===== config.mk =====
export PLATFORM = sky130hd
export DESIGN_NAME = pe_ws_seq
export DESIGN_NICKNAME = d
export VERILOG_FILES = /design/src/rtl/pe_ws_pkg.sv /design/src/rtl/pe_ws_loop_cnt.sv /design/src/rtl/pe_ws_seq.sv
export SDC_FILE = /design/constraint.sdc
export NUM_CORES = 1
export LEC_CHECK = 0
export BUFFER_PORTS_ARGS = -buffer_cell sky130_fd_sc_hd__buf_2
export CORE_UTILIZATION = 40
export CTS_CLUSTER_DIAMETER = 40
export CTS_CLUSTER_SIZE = 30
export DETAILED_ROUTE_END_ITERATION = 8
export GPL_TIMING_DRIVEN = 0
export HOLD_SLACK_MARGIN = 0.02
export MAX_ROUTING_LAYER = met4
export SLEW_MARGIN = 20
export SYNTH_ARGS = -nofsm -noshare
export SYNTH_HDL_FRONTEND = slang
export SYNTH_SLANG_ARGS = --single-unit
export TNS_END_PERCENT = 30

===== constraint.sdc =====
create_clock -name clk -period 4.7 [get_ports clk]
set_clock_uncertainty 0.2 [all_clocks]
set_input_delay 0 -clock clk [delete_from_list [all_inputs] [get_ports clk]]
set_output_delay 0 -clock clk [all_outputs]
set_load 0.02 [all_outputs]

===== src/rtl/pe_ws_pkg.sv =====
// Shared definitions for the weight-stationary PE sequencer: ctrl bit map,
// FSM state encoding and the ctrl-word builder.
package pe_ws_pkg;

  localparam int CTRL_RD = 0;
  localparam int CTRL_TM = 3;
  localparam int CTRL_TK = 5;
  localparam int CTRL_TN = 7;

  typedef enum logic [1:0] {
    IDLE    = 2'd0,
    LOAD    = 2'd1,
    COMPUTE = 2'd2
  } state_t;

  // Callers zero-extend the 8-bit result to their ctrl NOC width.
  function automatic logic [7:0] build_ctrl(input logic rd, input logic tm,
                                            input logic tk, input logic tn);
    logic [7:0] c;
    c          = '0;
    c[CTRL_RD] = rd;
    c[CTRL_TM] = tm;
    c[CTRL_TK] = tk;
    c[CTRL_TN] = tn;
    return c;
  endfunction

endpackage


===== src/rtl/pe_ws_loop_cnt.sv =====
// Four-level nested loop counter (m outer, k, n, s inner) advancing once per
// enabled cycle; exposes per-level last flags and a whole-nest wrap.
module pe_ws_loop_cnt #(
  parameter int CNT_WIDTH = 8
) (
  input  logic                 clk,
  input  logic                 rst,
  input  logic                 i_clr,
  input  logic                 i_en,
  input  logic [CNT_WIDTH-1:0] i_cfg_s,
  input  logic [CNT_WIDTH-1:0] i_cfg_n,
  input  logic [CNT_WIDTH-1:0] i_cfg_k,
  input  logic [CNT_WIDTH-1:0] i_cfg_m,
  output logic                 o_s_last,
  output logic                 o_n_last,
  output logic                 o_k_last,
  output logic                 o_wrap
);

  logic [CNT_WIDTH-1:0] r_s, r_n, r_k, r_m;
  logic                 w_s_last, w_n_last, w_k_last, w_m_last;

  assign w_s_last = (r_s == i_cfg_s - CNT_WIDTH'(1));
  assign w_n_last = (r_n == i_cfg_n - CNT_WIDTH'(1));
  assign w_k_last = (r_k == i_cfg_k - CNT_WIDTH'(1));
  assign w_m_last = (r_m == i_cfg_m - CNT_WIDTH'(1));

  assign o_s_last = w_s_last;
  assign o_n_last = w_n_last;
  assign o_k_last = w_k_last;
  assign o_wrap   = i_en & w_s_last & w_n_last & w_k_last & w_m_last;

  always_ff @(posedge clk or posedge rst) begin
    if (rst) begin
      r_s <= '0;
      r_n <= '0;
      r_k <= '0;
      r_m <= '0;
    end else if (i_clr) begin
      r_s <= '0;
      r_n <= '0;
      r_k <= '0;
      r_m <= '0;
    end else if (i_en) begin
      if (!w_s_last) begin
        r_s <= r_s + CNT_WIDTH'(1);
      end else begin
        r_s <= '0;
        if (!w_n_last) begin
          r_n <= r_n + CNT_WIDTH'(1);
        end else begin
          r_n <= '0;
          if (!w_k_last) begin
            r_k <= r_k + CNT_WIDTH'(1);
          end else begin
            r_k <= '0;
            r_m <= w_m_last ? '0 : r_m + CNT_WIDTH'(1);
          end
        end
      end
    end
  end

endmodule


===== src/rtl/pe_ws_seq.sv =====
// Weight/ctrl NOC transmitter for one weight-stationary PE: loads S*K weights,
// then issues the M*K*N*S read-beat ctrl sequence with a PE pointer model.
module pe_ws_seq
  import pe_ws_pkg::*;
#(
  parameter int OP_WIDTH   = 8,
  parameter int CTRL_WIDTH = 9,
  parameter int ADDR_WIDTH = 10,
  parameter int CNT_WIDTH  = 8
) (
  input  logic                  clk,
  input  logic                  rst,
  input  logic                  start,
  input  logic [CNT_WIDTH-1:0]  cfg_s,
  input  logic [CNT_WIDTH-1:0]  cfg_n,
  input  logic [CNT_WIDTH-1:0]  cfg_k,
  input  logic [CNT_WIDTH-1:0]  cfg_m,
  input  logic                  w_valid,
  input  logic [OP_WIDTH-1:0]   w_data,
  output logic                  w_ready,
  input  logic                  stall,
  output logic                  wctrl,
  output logic [OP_WIDTH-1:0]   weight,
  output logic [CTRL_WIDTH-1:0] ctrl,
  output logic [ADDR_WIDTH-1:0] exp_addr,
  output logic                  busy,
  output logic                  done,
  output logic                  err
);

  state_t                 r_state;
  logic [CNT_WIDTH-1:0]   r_cfg_s, r_cfg_n, r_cfg_k, r_cfg_m;
  logic [2*CNT_WIDTH-1:0] r_load_cnt, r_load_last;
  logic [ADDR_WIDTH-1:0]  r_ptr, r_off, r_exp_addr;
  logic [CTRL_WIDTH-1:0]  r_ctrl;
  logic [OP_WIDTH-1:0]    r_weight;
  logic                   r_wctrl, r_busy, r_done, r_err, r_fin;

  logic [2*CNT_WIDTH-1:0] w_prod;
  logic                   w_accept, w_cfg_bad, w_beat;
  logic                   w_s_last, w_n_last, w_k_last, w_wrap;
  logic                   w_tn, w_tk, w_tm;

  assign w_prod    = {{CNT_WIDTH{1'b0}}, cfg_s} * {{CNT_WIDTH{1'b0}}, cfg_k};
  assign w_cfg_bad = (cfg_s == '0) || (cfg_n == '0) || (cfg_k == '0) ||
                     (cfg_m == '0) || (32'(w_prod) > (32'd1 << ADDR_WIDTH));
  // busy stays high until done, so a start in the trailing IDLE cycle is ignored
  assign w_accept  = start && (r_state == IDLE) && !r_busy;
  assign w_beat    = (r_state == COMPUTE) && !stall;

  assign w_tn = w_s_last & ~w_n_last;
  assign w_tk = w_s_last &  w_n_last & ~w_k_last;
  assign w_tm = w_s_last &  w_n_last &  w_k_last;

  pe_ws_loop_cnt #(
    .CNT_WIDTH (CNT_WIDTH)
  ) u_loop_cnt (
    .clk      (clk),
    .rst      (rst),
    .i_clr    (r_state != COMPUTE),
    .i_en     (w_beat),
    .i_cfg_s  (r_cfg_s),
    .i_cfg_n  (r_cfg_n),
    .i_cfg_k  (r_cfg_k),
    .i_cfg_m  (r_cfg_m),
    .o_s_last (w_s_last),
    .o_n_last (w_n_last),
    .o_k_last (w_k_last),
    .o_wrap   (w_wrap)
  );

  always_ff @(posedge clk or posedge rst) begin
    if (rst) begin
      r_state     <= IDLE;
      r_cfg_s     <= '0;
      r_cfg_n     <= '0;
      r_cfg_k     <= '0;
      r_cfg_m     <= '0;
      r_load_cnt  <= '0;
      r_load_last <= '0;
      r_ptr       <= '0;
      r_off       <= '0;
      r_exp_addr  <= '0;
      r_ctrl      <= '0;
      r_weight    <= '0;
      r_wctrl     <= 1'b0;
      r_busy      <= 1'b0;
      r_done      <= 1'b0;
      r_err       <= 1'b0;
      r_fin       <= 1'b0;
    end else begin
      r_done  <= 1'b0;
      r_fin   <= 1'b0;
      r_wctrl <= 1'b0;
      r_ctrl  <= '0;
      case (r_state)
        IDLE: begin
          if (w_accept) begin
            r_cfg_s     <= cfg_s;
            r_cfg_n     <= cfg_n;
            r_cfg_k     <= cfg_k;
            r_cfg_m     <= cfg_m;
            r_err       <= w_cfg_bad;
            r_load_cnt  <= '0;
            r_load_last <= w_prod - (2*CNT_WIDTH)'(1);
            if (w_cfg_bad) begin
              r_done <= 1'b1;
            end else begin
              r_state <= LOAD;
              r_busy  <= 1'b1;
            end
          end
        end
        LOAD: begin
          r_ptr <= '0;
          r_off <= '0;
          if (w_valid) begin
            r_wctrl    <= 1'b1;
            r_weight   <= w_data;
            r_load_cnt <= r_load_cnt + (2*CNT_WIDTH)'(1);
            if (r_load_cnt == r_load_last) begin
              r_state <= COMPUTE;
            end
          end
        end
        COMPUTE: begin
          if (!stall) begin
            r_ctrl     <= CTRL_WIDTH'(build_ctrl(1'b1, w_tm, w_tk, w_tn));
            r_exp_addr <= r_ptr;
            if (w_tm) begin
              r_ptr <= '0;
              r_off <= '0;
            end else if (w_tk) begin
              r_ptr <= r_ptr + ADDR_WIDTH'(1);
              r_off <= r_ptr + ADDR_WIDTH'(1);
            end else if (w_tn) begin
              r_ptr <= r_off;
            end else begin
              r_ptr <= r_ptr + ADDR_WIDTH'(1);
            end
            if (w_wrap) begin
              r_state <= IDLE;
              r_fin   <= 1'b1;
            end
          end
        end
        default: r_state <= IDLE;
      endcase
      // done trails the final beat by one cycle; busy falls together with it
      if (r_fin) begin
        r_done <= 1'b1;
        r_busy <= 1'b0;
      end
    end
  end

  assign w_ready  = (r_state == LOAD);
  assign wctrl    = r_wctrl;
  assign weight   = r_weight;
  assign ctrl     = r_ctrl;
  assign exp_addr = r_exp_addr;
  assign busy     = r_busy;
  assign done     = r_done;
  assign err      = r_err;

endmodule


==> impl_results.html, run 1 <==
<table>
<tr><th>Metric</th><th>Value</th></tr>
<tr><th colspan="2">Status</th></tr>
<tr><td>Outcome</td><td>completed</td></tr>
<tr><th colspan="2">Critical path</th></tr>
<tr><td>Critical Path Source Type</td><td>input pin</td></tr>
<tr><td>Critical Path End Type</td><td>register</td></tr>
<tr><td>Kind of cell adding the most delay to the critical path</td><td>adder cells</td></tr>
<tr><td>Slowest-stage cell, CP</td><td>dlygate4sd3_1</td></tr>
<tr><td>Type of the setup path with the least slack</td><td>input pin to register</td></tr>
<tr><td>Count of cell instances traversed by the critical path</td><td>16</td></tr>
<tr><td>Count of buffer and inverter cells on the critical path</td><td>4</td></tr>
<tr><td>Endpoint of the worst setup timing path</td><td>err</td></tr>
<tr><td>Biggest fanout along the worst timing path</td><td>10</td></tr>
<tr><td>Biggest cell delay along the critical path</td><td>~0.53 ns</td></tr>
<tr><td>Beginning of the worst register-to-register path</td><td>r_cfg_k[0]</td></tr>
<tr><td>Data arrival time at the worst-slack endpoint</td><td>4.70 ns</td></tr>
<tr><td>Critical Path, Cell by Cell</td><td>dlygate4sd3_1, buf_2, and2_1, fa_1, ha_1, inv_1, fa_1, inv_1, fa_2, xnor2_2, or3b_4, or3_4, o31a_1, nor2_2, nand3_4, mux2_2</td></tr>
<tr><td>Worst Path Required</td><td>around 4.8 ns</td></tr>
<tr><td>Depth of the worst register-to-register path</td><td>11</td></tr>
<tr><td>Worst-case register-to-register setup slack</td><td>~1.3 ns</td></tr>
<tr><td>Worst r2r dst</td><td>r_ptr[7]</td></tr>
<tr><td>Setup crit start</td><td>cfg_k[1]</td></tr>
<tr><th colspan="2">Finish</th></tr>
<tr><td>Most common library cell in the layout ignoring fill and taps</td><td>nand2_1</td></tr>
<tr><td>Synth-to-Final Area Change</td><td>19.8%</td></tr>
<tr><td>End-of-flow core utilization</td><td>approximately half</td></tr>
<tr><td>Final non-filler cell total</td><td>roughly 1600</td></tr>
<tr><td>Area used by multi-input combinational logic</td><td>a little under 0.006 mm2</td></tr>
<tr><td>Commonest cells after routing, fill and taps aside</td><td>189 x nand2_1, 145 x dfrtp_1, 72 x o21ai_0, 69 x inv_1, 63 x buf_2</td></tr>
<tr><td>Number of fill cells in the layout</td><td>around 2300</td></tr>
<tr><td>Final layout net count</td><td>around 1400</td></tr>
<tr><td>Antenna Diode Count</td><td>0</td></tr>
<tr><td>Flip-flop and latch area</td><td>~0.0036 mm2</td></tr>
<tr><td>Share of post-route cells with drive strength above 1</td><td>12.7%</td></tr>
<tr><th colspan="2">Synth</th></tr>
<tr><td>Synth Area per Inst</td><td>roughly 9 um2</td></tr>
<tr><td>Cell type with the largest total area after synthesis</td><td>dfrtp_1</td></tr>
<tr><td>Synth area leaders</td><td>dfrtp_1 37%, fa_1 7.3%, nand2_1 7.1%</td></tr>
<tr><td>Number of distinct library cells after synthesis</td><td>slightly below 80</td></tr>
<tr><td>Fraction of the yosys area taken by sequential cells</td><td>36.5%</td></tr>
<tr><td>Mapped Area</td><td>slightly below 0.01 mm2</td></tr>
<tr><td>Post-synthesis register bit count</td><td>roughly 150</td></tr>
<tr><td>Gate count after technology mapping</td><td>between 1000 and 1500</td></tr>
<tr><td>Synth warnings</td><td>0</td></tr>
<tr><td>Ys async rst share</td><td>100%</td></tr>
<tr><td>Count of flip-flops with a built-in enable after synthesis</td><td>0</td></tr>
<tr><td>Post-synth top flop</td><td>dfrtp_1</td></tr>
<tr><td>Portion of synthesized cell area occupied by the leading cell type</td><td>approximately 37%</td></tr>
<tr><th colspan="2">Power</th></tr>
<tr><td>Static leakage power</td><td>5.75 nW</td></tr>
<tr><td>Ratio of total power to cell area</td><td>roughly 380 mW/mm2</td></tr>
<tr><td>Peak supply drop</td><td>between 200 and 300 uV</td></tr>
<tr><td>Overall Power</td><td>between 4 and 5 mW</td></tr>
<tr><th colspan="2">Drt</th></tr>
<tr><td>DR DRC count</td><td>0</td></tr>
<tr><td>DRT iter0 DRCs</td><td>about 440</td></tr>
<tr><td>Detail-routed net length per standard cell</td><td>approximately 15 um</td></tr>
<tr><td>Remaining antenna violation count after routing</td><td>0</td></tr>
<tr><td>Via-to-Cell Ratio</td><td>5.11</td></tr>
<tr><td>Routed via count</td><td>between 8000 and 9000</td></tr>
<tr><td>Post-detailed-routing wire length</td><td>24200 um</td></tr>
<tr><td>Number of iterations in the first detailed-routing pass</td><td>4</td></tr>
<tr><th colspan="2">Clocking</th></tr>
<tr><td>Clock tree from TritonCTS</td><td>built</td></tr>
<tr><td>Number of clock sinks</td><td>145</td></tr>
<tr><td>Clock network latency to the later pin of the worst-skew pair</td><td>~0.43 ns</td></tr>
<tr><td>TritonCTS buffer count</td><td>17</td></tr>
<tr><td>Number of levels the H-tree was split into</td><td>4</td></tr>
<tr><td>Clock transition at the register clock pins on the worst setup and hold paths after CTS</td><td>roughly 0.06 ns</td></tr>
<tr><td>Clock Tree Root</td><td>clkbuf_16</td></tr>
<tr><td>Largest buffer count on any clock path</td><td>2</td></tr>
<tr><th colspan="2">Timing</th></tr>
<tr><td>Slew of the pin with the lowest slew margin</td><td>between 0.7 and 0.8 ns</td></tr>
<tr><td>Fin. Hold Viols</td><td>0</td></tr>
<tr><td>Setup violation total in the final timing report</td><td>0</td></tr>
<tr><td>Minimum clock period after layout</td><td>between 4 and 5 ns</td></tr>
<tr><td>Upper clock frequency limit</td><td>218 MHz</td></tr>
<tr><td>RSZ-0062 raised after global routing</td><td>true</td></tr>
<tr><td>Final worst path period share</td><td>approximately 100%</td></tr>
<tr><td>Pins Over Slew Limit</td><td>0</td></tr>
<tr><td>Headroom to the max-slew limit</td><td>around half</td></tr>
<tr><th colspan="2">Die</th></tr>
<tr><td>Die footprint</td><td>0.0255 mm2</td></tr>
<tr><td>Placement Rows</td><td>between 50 and 60</td></tr>
<tr><td>Initial standard-cell utilization of the core</td><td>about two fifths</td></tr>
<tr><td>Standard cell core area</td><td>between 0.02 and 0.025 mm2</td></tr>
<tr><td>Horiz. Die Dim</td><td>about 160 um</td></tr>
<tr><td>Height of the die</td><td>~160 um</td></tr>
<tr><td>Ports</td><td>77</td></tr>
<tr><th colspan="2">Job</th></tr>
<tr><td>Max cap viols</td><td>0</td></tr>
<tr><th colspan="2">Place</th></tr>
<tr><td>I/O Buffers</td><td>60</td></tr>
<tr><td>Final RePlAce weighted congestion</td><td>around 0.83</td></tr>
<tr><td>HPWL after DPL</td><td>between 15000 and 20000 um</td></tr>
<tr><td>DP Cell Count</td><td>1491</td></tr>
<tr><th colspan="2">Global routing</th></tr>
<tr><td>Maximum number of pins on one net before global-route repair</td><td>89</td></tr>
<tr><td>Number of global-route vias before repair</td><td>just under 8000</td></tr>
<tr><td>Wire length of the first global-routing pass</td><td>around 40000 um</td></tr>
<tr><td>Global-route usage over all layers</td><td>about a fifth</td></tr>
<tr><td>Total congestion overflow after global routing</td><td>0</td></tr>
<tr><td>Antenna violations before repair</td><td>0</td></tr>
<tr><th colspan="2">Min path</th></tr>
<tr><td>Hold Crit Class</td><td>input pin to register</td></tr>
</table>
[worst reg2reg max path, cell delays in order, from the launching register on]
cell	delay, ns
dfrtp_1	0.42
inv_1	0.08
ha_1	0.19
clkbuf_1	0.20
o21ba_2	0.24
a221oi_1	0.27
a41oi_1	0.13
a2111oi_1	0.66
nor2b_1	0.13
o31ai_2	0.46
o21ai_0	0.16
o2bb2ai_1	0.17
[synth_stat cells, types with 6 or more instances]
library cell / instances
nor3_1: 16
a21oi_1: 22
fa_1: 36
and2_1: 53
nor4_1: 14
nand3_1: 43
nor2_1: 55
mux2i_1: 8
a31oi_1: 8
and3_1: 20
nand2b_1: 8
nand2_1: 189
clkbuf_1: 37
xor2_1: 52
mux2_2: 11
inv_1: 70
o21ai_0: 72
o2bb2ai_1: 6
xnor2_1: 52
or3_1: 12
dfrtp_1: 145
a21o_1: 7
nand4_1: 11
o31ai_1: 12
ha_1: 47
[metrics by stage]
stage / setup TNS, ns / hold WS (ns) / worst slack (ns) / area (um2)
after floorplan: 0 / -0.0946 / 0.0293 / 10000
after global placement: -198.71 / -0.0105 / -1.35 / 10700
after detailed placement: -4.96 / -0.138 / -0.690 / 10700
after CTS: 0 / 0.0314 / 0.0225 / 11800
after global routing: -0.0929 / 0.0921 / -0.0395 / 11900
final: 0 / 0.0556 / 0.108 / 11900
[layer usage]
metal / part of all wire, % / GRT usage, %
met1: 47 / 26.8
met4: 1.6 / 5.86
met2: 48 / 32.5
met3: 3.2 / 2.99
met5: 0 / -
[power by group]
| group | switching, mW | leakage [nW] | internal (mW) |
|---|---|---|---|
| Sequential | 0.0944 | 1.93 | 1.34 |
| Combinational | 0.962 | 3.52 | 0.705 |
| Clock | 0.540 | 0.303 | 0.900 |
| Total | 1.60 | 5.75 | 2.94 |
[worst min path at each step]
stage,slack (ns),endpoint,from,depth (start not counted)
after floorplan,-0.09,r_cfg_k[2],cfg_k[2],2
after global placement,-0.01,weight[5],w_data[5],3
after detailed placement,-0.14,r_cfg_m[6],rst,2
after CTS,0.03,r_load_last[1],cfg_k[0],5
after global routing,0.09,r_load_last[1],cfg_k[0],5
final,0.06,r_load_last[1],cfg_k[0],5
[repair_timing]
item                                    4_1_cts  5_1_grt
gates resized for setup                       3       30
hold endpoints to repair                    200        0
pin swaps                                     1       10
hold buffers                                 46        0
setup buffers                                 0        2
cloned                                        0        0
endpoints found under the setup margin        8        8
[kinds of logic (layout without fill, tap and decap cells)]
kind of cell               count (synthesis)  in the layout  synth area share [%]
AOI/OAI and AO/OA                        176            176                  11.5
adders and majority gates                 83             83                  13.2
muxes                                     19             19                  2.05
DFF                                      145            145                  36.5
other                                      1              5                0.0377
xor gates and xnor gates                 105            105                  9.40
buffers and inverters                    118            257                  4.71
and+or+nand+nor                          455            455                  22.6
[sequential cells by signal, summed over array words and instances (netlist names), 10 cells and up]
register and flops:
r_load_cnt 16, exp_addr 10, r_off 10, r_load_last 16, r_ptr 10
[cell type report]
cell class / count / area share [%]
clock inverter: 13 / 1.52
inverter: 70 / 2.27
tap: 324 / 3.40
buffer: 47 / 1.91
multi-input combinational: 843 / 50.0
timing repair buffer: 109 / 6.79
sequential: 145 / 30.5
clock buffer: 18 / 3.69
No activity file was read; power rests on OpenSTA's default activity.
==> run 2, diff against run 1 <==
--- a/config.mk
+++ b/config.mk
@@ -5,7 +5,7 @@
 export SDC_FILE = /design/constraint.sdc
 export NUM_CORES = 1
 export LEC_CHECK = 0
-export BUFFER_PORTS_ARGS = -buffer_cell sky130_fd_sc_hd__buf_2
+export BUFFER_PORTS_ARGS = -buffer_cell sky130_fd_sc_hd__buf_4
 export CORE_UTILIZATION = 40
 export CTS_CLUSTER_DIAMETER = 40
 export CTS_CLUSTER_SIZE = 30
@@ -13,7 +13,7 @@
 export GPL_TIMING_DRIVEN = 0
 export HOLD_SLACK_MARGIN = 0.02
 export MAX_ROUTING_LAYER = met4
-export SLEW_MARGIN = 20
+export SLEW_MARGIN = 15
 export SYNTH_ARGS = -nofsm -noshare
 export SYNTH_HDL_FRONTEND = slang
 export SYNTH_SLANG_ARGS = --single-unit
==> run 2 against run 1 <==
Compared with the run above: sequential power hardly changed; routed wire length is 1.9% higher; sequential share of layout area is 0.36 points lower; worst hold slack hardly changed; power is 0.35% lower; critical path depth stayed put; via count is 2.1% higher; design area is 1.2% higher; worst setup slack better by 0.029 ns; highest routed layer unchanged.
==> impl_results.html, run 2 (synthesis gave the netlist of run 1 again) <==
<table>
<tr><th>Metric</th><th>Value</th></tr>
<tr><th colspan="2">Global routing</th></tr>
<tr><td>Maximum number of pins on one net before global-route repair</td><td>87 (-2.2%)</td></tr>
<tr><td>Global-route usage over all layers</td><td>20.4% (+0.068 points)</td></tr>
<tr><td>Antenna violations before repair</td><td>0 (unchanged)</td></tr>
<tr><td>Wire length of the first global-routing pass</td><td>40400 um (+0.53%)</td></tr>
<tr><td>Number of global-route vias before repair</td><td>7938 (+0.39%)</td></tr>
<tr><td>Total congestion overflow after global routing</td><td>0 (unchanged)</td></tr>
<tr><th colspan="2">Timing</th></tr>
<tr><td>Upper clock frequency limit</td><td>219 MHz (+0.64%)</td></tr>
<tr><td>Pins Over Slew Limit</td><td>0 (unchanged)</td></tr>
<tr><td>Final worst path period share</td><td>97.1% (-0.62 points)</td></tr>
<tr><td>Headroom to the max-slew limit</td><td>50.2% (+1.3 points)</td></tr>
<tr><td>Minimum clock period after layout</td><td>4.56 ns (-0.0293 ns)</td></tr>
<tr><td>RSZ-0062 raised after global routing</td><td>false</td></tr>
<tr><td>Min Hold Slack</td><td>0.0561 ns (+0.000456 ns)</td></tr>
<tr><td>Fin. Hold Viols</td><td>0 (unchanged)</td></tr>
<tr><td>Setup violation total in the final timing report</td><td>0 (unchanged)</td></tr>
<tr><td>Slew of the pin with the lowest slew margin</td><td>0.743 ns (-0.0207 ns)</td></tr>
<tr><th colspan="2">Critical path</th></tr>
<tr><td>Biggest cell delay along the critical path</td><td>0.54 ns (about the same)</td></tr>
<tr><td>Data arrival time at the worst-slack endpoint</td><td>4.68 ns (-0.02 ns)</td></tr>
<tr><td>Biggest fanout along the worst timing path</td><td>10 (unchanged)</td></tr>
<tr><td>Critical Path, Cell by Cell</td><td>dlygate4sd3_1, buf_4, and2_1, fa_1, ha_1, inv_1, fa_1, inv_1, fa_2, xnor2_2, or3b_4, or3_4, o31a_1, nor2_1, nand3_2, mux2_2</td></tr>
<tr><td>Kind of cell adding the most delay to the critical path</td><td>adder cells</td></tr>
<tr><td>Worst Path Required</td><td>4.81 ns (about the same)</td></tr>
<tr><td>Critical Path Source Type</td><td>input pin</td></tr>
<tr><td>Count of buffer and inverter cells on the critical path</td><td>4 (unchanged)</td></tr>
<tr><td>Critical Path End Type</td><td>register</td></tr>
<tr><td>Slowest-stage cell, CP</td><td>dlygate4sd3_1</td></tr>
<tr><td>Type of the setup path with the least slack</td><td>input pin to register</td></tr>
<tr><th colspan="2">Drt</th></tr>
<tr><td>DR DRC count</td><td>0 (unchanged)</td></tr>
<tr><td>DRT iter0 DRCs</td><td>390 (-12%)</td></tr>
<tr><td>Number of iterations in the first detailed-routing pass</td><td>5 (+1)</td></tr>
<tr><td>Detail-routed net length per standard cell</td><td>15.7 um (+1.8%)</td></tr>
<tr><td>Routed via count</td><td>8191 (+2.1%)</td></tr>
<tr><td>Remaining antenna violation count after routing</td><td>0 (unchanged)</td></tr>
<tr><td>Via-to-Cell Ratio</td><td>5.21 (+2.0%)</td></tr>
<tr><td>Post-detailed-routing wire length</td><td>24600 um (+1.9%)</td></tr>
<tr><th colspan="2">Finish</th></tr>
<tr><td>Flip-flop and latch area</td><td>0.00363 mm2 (unchanged)</td></tr>
<tr><td>Number of fill cells in the layout</td><td>2321 (+0.13%)</td></tr>
<tr><td>Share of post-route cells with drive strength above 1</td><td>12.5% (-0.18 points)</td></tr>
<tr><td>Most common library cell in the layout ignoring fill and taps</td><td>nand2_1</td></tr>
<tr><td>End-of-flow core utilization</td><td>49.6% (+0.59 points)</td></tr>
<tr><td>Largest registers</td><td>r_load_cnt x16, r_load_last x16</td></tr>
<tr><td>Antenna Diode Count</td><td>0 (unchanged)</td></tr>
<tr><td>Synth-to-Final Area Change</td><td>21.3%</td></tr>
<tr><td>Commonest cells after routing, fill and taps aside</td><td>189 x nand2_1, 145 x dfrtp_1, 72 x o21ai_0, 70 x buf_4, 69 x inv_1</td></tr>
<tr><td>Final layout net count</td><td>1363 (+0.15%)</td></tr>
<tr><td>Area used by multi-input combinational logic</td><td>0.00594 mm2 (about the same)</td></tr>
<tr><td>Final non-filler cell total</td><td>1571 (+0.13%)</td></tr>
<tr><th colspan="2">Place</th></tr>
<tr><td>HPWL after DPL</td><td>17400 um (+0.18%)</td></tr>
<tr><td>I/O Buffers</td><td>60 (unchanged)</td></tr>
<tr><td>DP Cell Count</td><td>1491 (unchanged)</td></tr>
<tr><td>Final RePlAce weighted congestion</td><td>0.810 (-2.0%)</td></tr>
<tr><th colspan="2">Power</th></tr>
<tr><td>Ratio of total power to cell area</td><td>375 mW/mm2 (-1.5%)</td></tr>
<tr><td>Peak supply drop</td><td>275 uV (+6.1%)</td></tr>
<tr><td>Overall Power</td><td>4.53 mW (-0.35%)</td></tr>
<tr><td>Static leakage power</td><td>5.78 nW (+0.54%)</td></tr>
<tr><th colspan="2">Die</th></tr>
<tr><td>Initial standard-cell utilization of the core</td><td>40.9% (unchanged)</td></tr>
<tr><td>Placement Rows</td><td>57 (unchanged)</td></tr>
<tr><td>Ports</td><td>77 (unchanged)</td></tr>
<tr><td>Die footprint</td><td>0.0255 mm2 (unchanged)</td></tr>
<tr><td>Standard cell core area</td><td>0.0243 mm2 (unchanged)</td></tr>
<tr><td>Height of the die</td><td>160 um (unchanged)</td></tr>
<tr><td>Horiz. Die Dim</td><td>160 um (unchanged)</td></tr>
<tr><th colspan="2">Clocking</th></tr>
<tr><td>Clock tree from TritonCTS</td><td>built</td></tr>
<tr><td>Clock Tree Root</td><td>clkbuf_16</td></tr>
<tr><td>Number of clock sinks</td><td>145 (unchanged)</td></tr>
<tr><td>Clock transition at the register clock pins on the worst setup and hold paths after CTS</td><td>0.07 ns (about the same)</td></tr>
<tr><td>Largest buffer count on any clock path</td><td>2 (unchanged)</td></tr>
<tr><td>Clock network latency to the later pin of the worst-skew pair</td><td>0.43 ns (about the same)</td></tr>
<tr><td>TritonCTS buffer count</td><td>17 (unchanged)</td></tr>
<tr><td>Number of levels the H-tree was split into</td><td>4 (unchanged)</td></tr>
<tr><th colspan="2">Min path</th></tr>
<tr><td>Hold Crit Class</td><td>input pin to register</td></tr>
<tr><th colspan="2">Status</th></tr>
<tr><td>Outcome</td><td>completed</td></tr>
<tr><th colspan="2">Job</th></tr>
<tr><td>Max cap viols</td><td>0 (unchanged)</td></tr>
</table>
[run 2: changes by cell type in the layout (fill, tap and decap cells not counted), sizes merged]
cell         change
buf              +3
bufinv           -1
clkbuf           -4
clkinv           -1
dlygate4sd3      +2
inv              +3
[run 2: what timing repair did]
| item | 4_1_cts | 5_1_grt |
|---|---|---|
| pin swaps | 1 | 7 |
| hold endpoints to repair | 202 | 0 |
| setup endpoints to repair | 5 | 8 |
| cloned | 0 | 0 |
| hold buffers | 48 | 0 |
| gates resized for setup | 3 | 26 |
| buffers inserted | 1 | 1 |
[run 2: power by group]
part | total [mW] | switching (mW) | internal (mW)
logic | 1.68 | 0.953 | 0.730
registers | 1.43 | 0.0934 | 1.34
clock network | 1.41 | 0.569 | 0.840
[run 2: final cells by class]
type,instances,area share [%]
repair buffers,111,8.08
inverters,70,2.24
plain buffers,47,1.90
well taps,324,3.36
clock buffers,17,3.53
multi-input cells,843,49.3
clock inverters,14,1.46
flip-flops and latches,145,30.1
[run 2: worst register-to-register path, delay by kind of cell (launching register included)]
kind,cells,cell delay (ns)
AO/OA/AOI/OAI,7,2.06
flip-flops,1,0.41
AND/OR/NAND/NOR,1,0.12
adder cells (fa/ha/maj),1,0.19
buffers and inverters,2,0.28
[run 2: path summary, 6_finish.rpt]
kind / startpoint / cells after the start / slack, ns / endpoint
min in group asynchronous: rst / 4 / 0.59 / r_cfg_m[6]
max in group asynchronous: rst / 5 / 2.94 / u_loop_cnt.r_s[7]
hold reg to reg: weight[0] / 2 / 0.28 / weight[0]
setup reg to reg: r_cfg_k[0] / 11 / 1.29 / r_ptr[6]
setup / recovery: cfg_k[1] / 16 / 0.14 / err
hold / removal: cfg_k[0] / 5 / 0.06 / r_load_last[1]
[run 2: metrics by stage]
stage	setup TNS [ns]	area, um2	setup WS [ns]
3_3_place_gp	-198.17	10900	-1.35
5_1_grt	0	12100	0.000300
4_1_cts	0	12000	0.0201
3_5_place_dp	-4.44	10900	-0.613
6_report	0	12100	0.137
2_1_floorplan	0	10000	0.0293
[run 2: per-layer routing]
metal / global-route usage (%) / vias up / wire [um]
met3: 3.51 / 32 / 803
met4: 5.42 / 0 / 361
met1: 26.4 / 4024 / 11500
met5: - / - / 0
li1: - / 3996 / -
met2: 32.9 / 139 / 12000
==> run 3, diff against run 2 <==
--- a/config.mk
+++ b/config.mk
@@ -6,13 +6,15 @@
 export NUM_CORES = 1
 export LEC_CHECK = 0
 export BUFFER_PORTS_ARGS = -buffer_cell sky130_fd_sc_hd__buf_4
-export CORE_UTILIZATION = 40
+export CORE_MARGIN = 4
+export CORE_UTILIZATION = 55
 export CTS_CLUSTER_DIAMETER = 40
 export CTS_CLUSTER_SIZE = 30
 export DETAILED_ROUTE_END_ITERATION = 8
 export GPL_TIMING_DRIVEN = 0
 export HOLD_SLACK_MARGIN = 0.02
 export MAX_ROUTING_LAYER = met4
+export PLACE_DENSITY = 0.74
 export SLEW_MARGIN = 15
 export SYNTH_ARGS = -nofsm -noshare
 export SYNTH_HDL_FRONTEND = slang
==> run 3 against run 2 <==
Compared with the run above: design area shrank 0.77%; fmax grew 0.64%; worst setup slack gained 0.029 ns; die area shrank 20%; register-to-register slack lost 0.05 ns; worst hold slack gained 0.015 ns; combinational power grew 2%; routed wire length shrank 4.6%; final cell count shrank 5.9%; non-clock buffer count grew 5; via count grew 1.6%.
==> impl_results.html, run 3 (synthesis gave the netlist of run 1 again) <==
<table>
<tr><th>Metric</th><th>Value</th></tr>
<tr><th colspan="2">Finish</th></tr>
<tr><td>Largest registers</td><td>r_load_cnt x16, r_load_last x16</td></tr>
<tr><td>End-of-flow core utilization</td><td>68.4% (+19 points)</td></tr>
<tr><td>Share of post-route cells with drive strength above 1</td><td>13.2% (+0.74 points)</td></tr>
<tr><td>Synth-to-Final Area Change</td><td>20.3%</td></tr>
<tr><td>Area used by multi-input combinational logic</td><td>0.00596 mm2 (+0.29%)</td></tr>
<tr><td>Most common library cell in the layout ignoring fill and taps</td><td>nand2_1</td></tr>
<tr><td>Antenna Diode Count</td><td>0 (unchanged)</td></tr>
<tr><td>Commonest cells after routing, fill and taps aside</td><td>189 x nand2_1, 145 x dfrtp_1, 72 x o21ai_0, 72 x buf_4, 69 x inv_1</td></tr>
<tr><td>Final cell area excluding filler cells</td><td>0.0120 mm2 (-0.77%)</td></tr>
<tr><td>Final layout net count</td><td>1368 (+0.37%)</td></tr>
<tr><td>Number of fill cells in the layout</td><td>1370 (-41%)</td></tr>
<tr><td>Final non-filler cell total</td><td>1478 (-5.9%)</td></tr>
<tr><td>Flip-flop and latch area</td><td>0.00363 mm2 (unchanged)</td></tr>
<tr><th colspan="2">Drt</th></tr>
<tr><td>Detail-routed net length per standard cell</td><td>15.9 um (+1.4%)</td></tr>
<tr><td>Number of iterations in the first detailed-routing pass</td><td>5 (unchanged)</td></tr>
<tr><td>DRT iter0 DRCs</td><td>490 (+26%)</td></tr>
<tr><td>Routed via count</td><td>8321 (+1.6%)</td></tr>
<tr><td>Remaining antenna violation count after routing</td><td>0 (unchanged)</td></tr>
<tr><td>Post-detailed-routing wire length</td><td>23500 um (-4.6%)</td></tr>
<tr><td>Via-to-Cell Ratio</td><td>5.63 (+8.0%)</td></tr>
<tr><td>DR DRC count</td><td>0 (unchanged)</td></tr>
<tr><th colspan="2">Global routing</th></tr>
<tr><td>Global Route met1 Usage</td><td>32.7% (+6.3 points)</td></tr>
<tr><td>Number of global-route vias before repair</td><td>8164 (+2.8%)</td></tr>
<tr><td>Met3 usage</td><td>3.33% (-0.18 points)</td></tr>
<tr><td>Wire length of the first global-routing pass</td><td>39900 um (-1.3%)</td></tr>
<tr><td>Global-route usage over all layers</td><td>24.7% (+4.4 points)</td></tr>
<tr><td>Total congestion overflow after global routing</td><td>0 (unchanged)</td></tr>
<tr><td>Global-route met2 utilization</td><td>40.0% (+7.1 points)</td></tr>
<tr><td>Maximum number of pins on one net before global-route repair</td><td>78 (-10%)</td></tr>
<tr><td>Antenna violations before repair</td><td>0 (unchanged)</td></tr>
<tr><td>Most congested layer reported by global routing</td><td>met2</td></tr>
<tr><th colspan="2">Power</th></tr>
<tr><td>Internal power of the cells</td><td>2.86 mW (-1.7%)</td></tr>
<tr><td>Proportion of power drawn by combinational gates</td><td>38.6% (+1.4 points)</td></tr>
<tr><td>Static leakage power</td><td>5.78 nW (about the same)</td></tr>
<tr><td>Flop pwr share</td><td>32.2% (+0.5 points)</td></tr>
<tr><td>Ratio of total power to cell area</td><td>372 mW/mm2 (-0.84%)</td></tr>
<tr><td>Clock network power share</td><td>29.2% (-1.9 points)</td></tr>
<tr><td>Switching component of the power</td><td>1.59 mW (-1.4%)</td></tr>
<tr><td>Switching share of power</td><td>35.8% (+0.066 points)</td></tr>
<tr><td>Peak supply drop</td><td>444 uV (+62%)</td></tr>
<tr><th colspan="2">Min path</th></tr>
<tr><td>Hold Crit Class</td><td>input pin to register</td></tr>
<tr><td>Min-delay src</td><td>cfg_k[0]</td></tr>
<tr><th colspan="2">Timing</th></tr>
<tr><td>Pins Over Slew Limit</td><td>0 (unchanged)</td></tr>
<tr><td>Final worst path period share</td><td>96.5% (-0.61 points)</td></tr>
<tr><td>Minimum clock period after layout</td><td>4.53 ns (-0.0289 ns)</td></tr>
<tr><td>Slew of the pin with the lowest slew margin</td><td>0.847 ns (+0.103 ns)</td></tr>
<tr><td>Upper clock frequency limit</td><td>221 MHz (+0.64%)</td></tr>
<tr><td>Fin. Hold Viols</td><td>0 (unchanged)</td></tr>
<tr><td>Headroom to the max-slew limit</td><td>43.4% (-6.8 points)</td></tr>
<tr><td>Setup violation total in the final timing report</td><td>0 (unchanged)</td></tr>
<tr><th colspan="2">Critical path</th></tr>
<tr><td>Setup crit start</td><td>cfg_s[3]</td></tr>
<tr><td>Biggest fanout along the worst timing path</td><td>10 (unchanged)</td></tr>
<tr><td>Critical Path Source Type</td><td>input pin</td></tr>
<tr><td>Beginning of the worst register-to-register path</td><td>r_cfg_n[0]</td></tr>
<tr><td>Critical Path End Type</td><td>register</td></tr>
<tr><td>Data arrival time at the worst-slack endpoint</td><td>4.64 ns (-0.04 ns)</td></tr>
<tr><td>Type of the setup path with the least slack</td><td>input pin to register</td></tr>
<tr><td>Worst-case register-to-register setup slack</td><td>1.24 ns (-0.05 ns)</td></tr>
<tr><td>Worst Path Required</td><td>4.81 ns (about the same)</td></tr>
<tr><th colspan="2">Place</th></tr>
<tr><td>DP Cell Count</td><td>1392 (-6.6%)</td></tr>
<tr><td>I/O Buffers</td><td>60 (unchanged)</td></tr>
<tr><td>HPWL after DPL</td><td>16800 um (-3.8%)</td></tr>
<tr><td>Final RePlAce weighted congestion</td><td>0.856 (+5.7%)</td></tr>
<tr><td>Placed instance area</td><td>0.0108 mm2 (-1.1%)</td></tr>
<tr><th colspan="2">Clocking</th></tr>
<tr><td>Number of levels the H-tree was split into</td><td>4 (unchanged)</td></tr>
<tr><td>Largest buffer count on any clock path</td><td>2 (unchanged)</td></tr>
<tr><td>Clock Tree Root</td><td>clkbuf_16</td></tr>
<tr><td>Clock transition at the register clock pins on the worst setup and hold paths after CTS</td><td>0.06 ns (about the same)</td></tr>
<tr><td>Clock tree from TritonCTS</td><td>built</td></tr>
<tr><td>Clock network latency to the later pin of the worst-skew pair</td><td>0.42 ns (about the same)</td></tr>
<tr><td>Number of clock sinks</td><td>145 (unchanged)</td></tr>
<tr><td>TritonCTS buffer count</td><td>17 (unchanged)</td></tr>
<tr><th colspan="2">Job</th></tr>
<tr><td>Max cap viols</td><td>0 (unchanged)</td></tr>
<tr><th colspan="2">Die</th></tr>
<tr><td>Placement Rows</td><td>48 (-16%)</td></tr>
<tr><td>Standard cell core area</td><td>0.0175 mm2 (-28%)</td></tr>
<tr><td>Initial standard-cell utilization of the core</td><td>56.9% (+16 points)</td></tr>
<tr><td>Horiz. Die Dim</td><td>142 um (-11%)</td></tr>
<tr><td>Die footprint</td><td>0.0203 mm2 (-20%)</td></tr>
<tr><td>Height of the die</td><td>142 um (-11%)</td></tr>
<tr><td>Ports</td><td>77 (unchanged)</td></tr>
<tr><th colspan="2">Status</th></tr>
<tr><td>Outcome</td><td>completed</td></tr>
</table>
[run 3: critical path: stages]
cell and delay, ns:
buf_2 0.19, nand2_1 0.11, fa_1 0.50, fa_1 0.50, inv_1 0.06, fa_1 0.53
inv_1 0.05, fa_1 0.53, inv_1 0.07, ha_4 0.27, a21o_1 0.21, a221oi_4 0.39
buf_4 0.18, nor3_1 0.05, nor3_2 0.25, nand3_2 0.14, nor2_2 0.14, nand3_2 0.16
mux2_2 0.30
[run 3: path summary, 6_finish.rpt]
kind | depth (start not counted) | endpoint
max | 19 | err
min | 5 | r_load_last[1]
max reg2reg | 11 | r_ptr[3]
min reg2reg | 2 | weight[0]
max in group asynchronous | 5 | r_ptr[7]
min in group asynchronous | 4 | r_cfg_m[6]
[run 3: cell type report]
| type | count | share of cell area [%] |
|---|---|---|
| multi-input combinational | 843 | 49.8 |
| timing repair buffer | 116 | 8.51 |
| inverter | 70 | 2.26 |
| tap | 225 | 2.35 |
| buffer | 47 | 1.98 |
| sequential | 145 | 30.3 |
| clock buffer | 20 | 3.82 |
| clock inverter | 12 | 0.900 |
[run 3: timing repair]
action	CTS	global route
setup endpoints to repair	4	8
pin swaps	2	10
resized for setup	3	38
hold buffers	49	0
hold endpoints to repair	200	0
setup buffers	0	6
[run 3: power groups by stage]
stage | Combinational [mW] | Clock (mW) | Sequential [mW]
2_1_floorplan | 1.20 | 0 | 1.47
3_3_place_gp | 1.54 | 0 | 1.45
3_5_place_dp | 1.58 | 0 | 1.46
4_1_cts | 1.63 | 1.31 | 1.44
5_1_grt | 1.93 | 1.37 | 1.45
6_report | 1.72 | 1.30 | 1.44
[run 3: routing by layer]
layer,share of wire [%],up-vias
met3,3.6,42
met1,45,4097
met2,49,174
li1,-,4008
met5,0,-
met4,2.1,0
[run 3: through the flow]
stage / power (mW) / TNS (ns) / setup WS, ns / hold WS, ns
2_1_floorplan: 2.66 / 0 / 0.0293 / -0.0946
3_3_place_gp: 3.00 / -157.93 / -1.08 / -0.0109
3_5_place_dp: 3.03 / -3.98 / -0.586 / -0.119
4_1_cts: 4.38 / 0 / 0.00687 / 0.0263
5_1_grt: 4.75 / -0.0665 / -0.0354 / 0.116
6_report: 4.45 / 0 / 0.166 / 0.0713
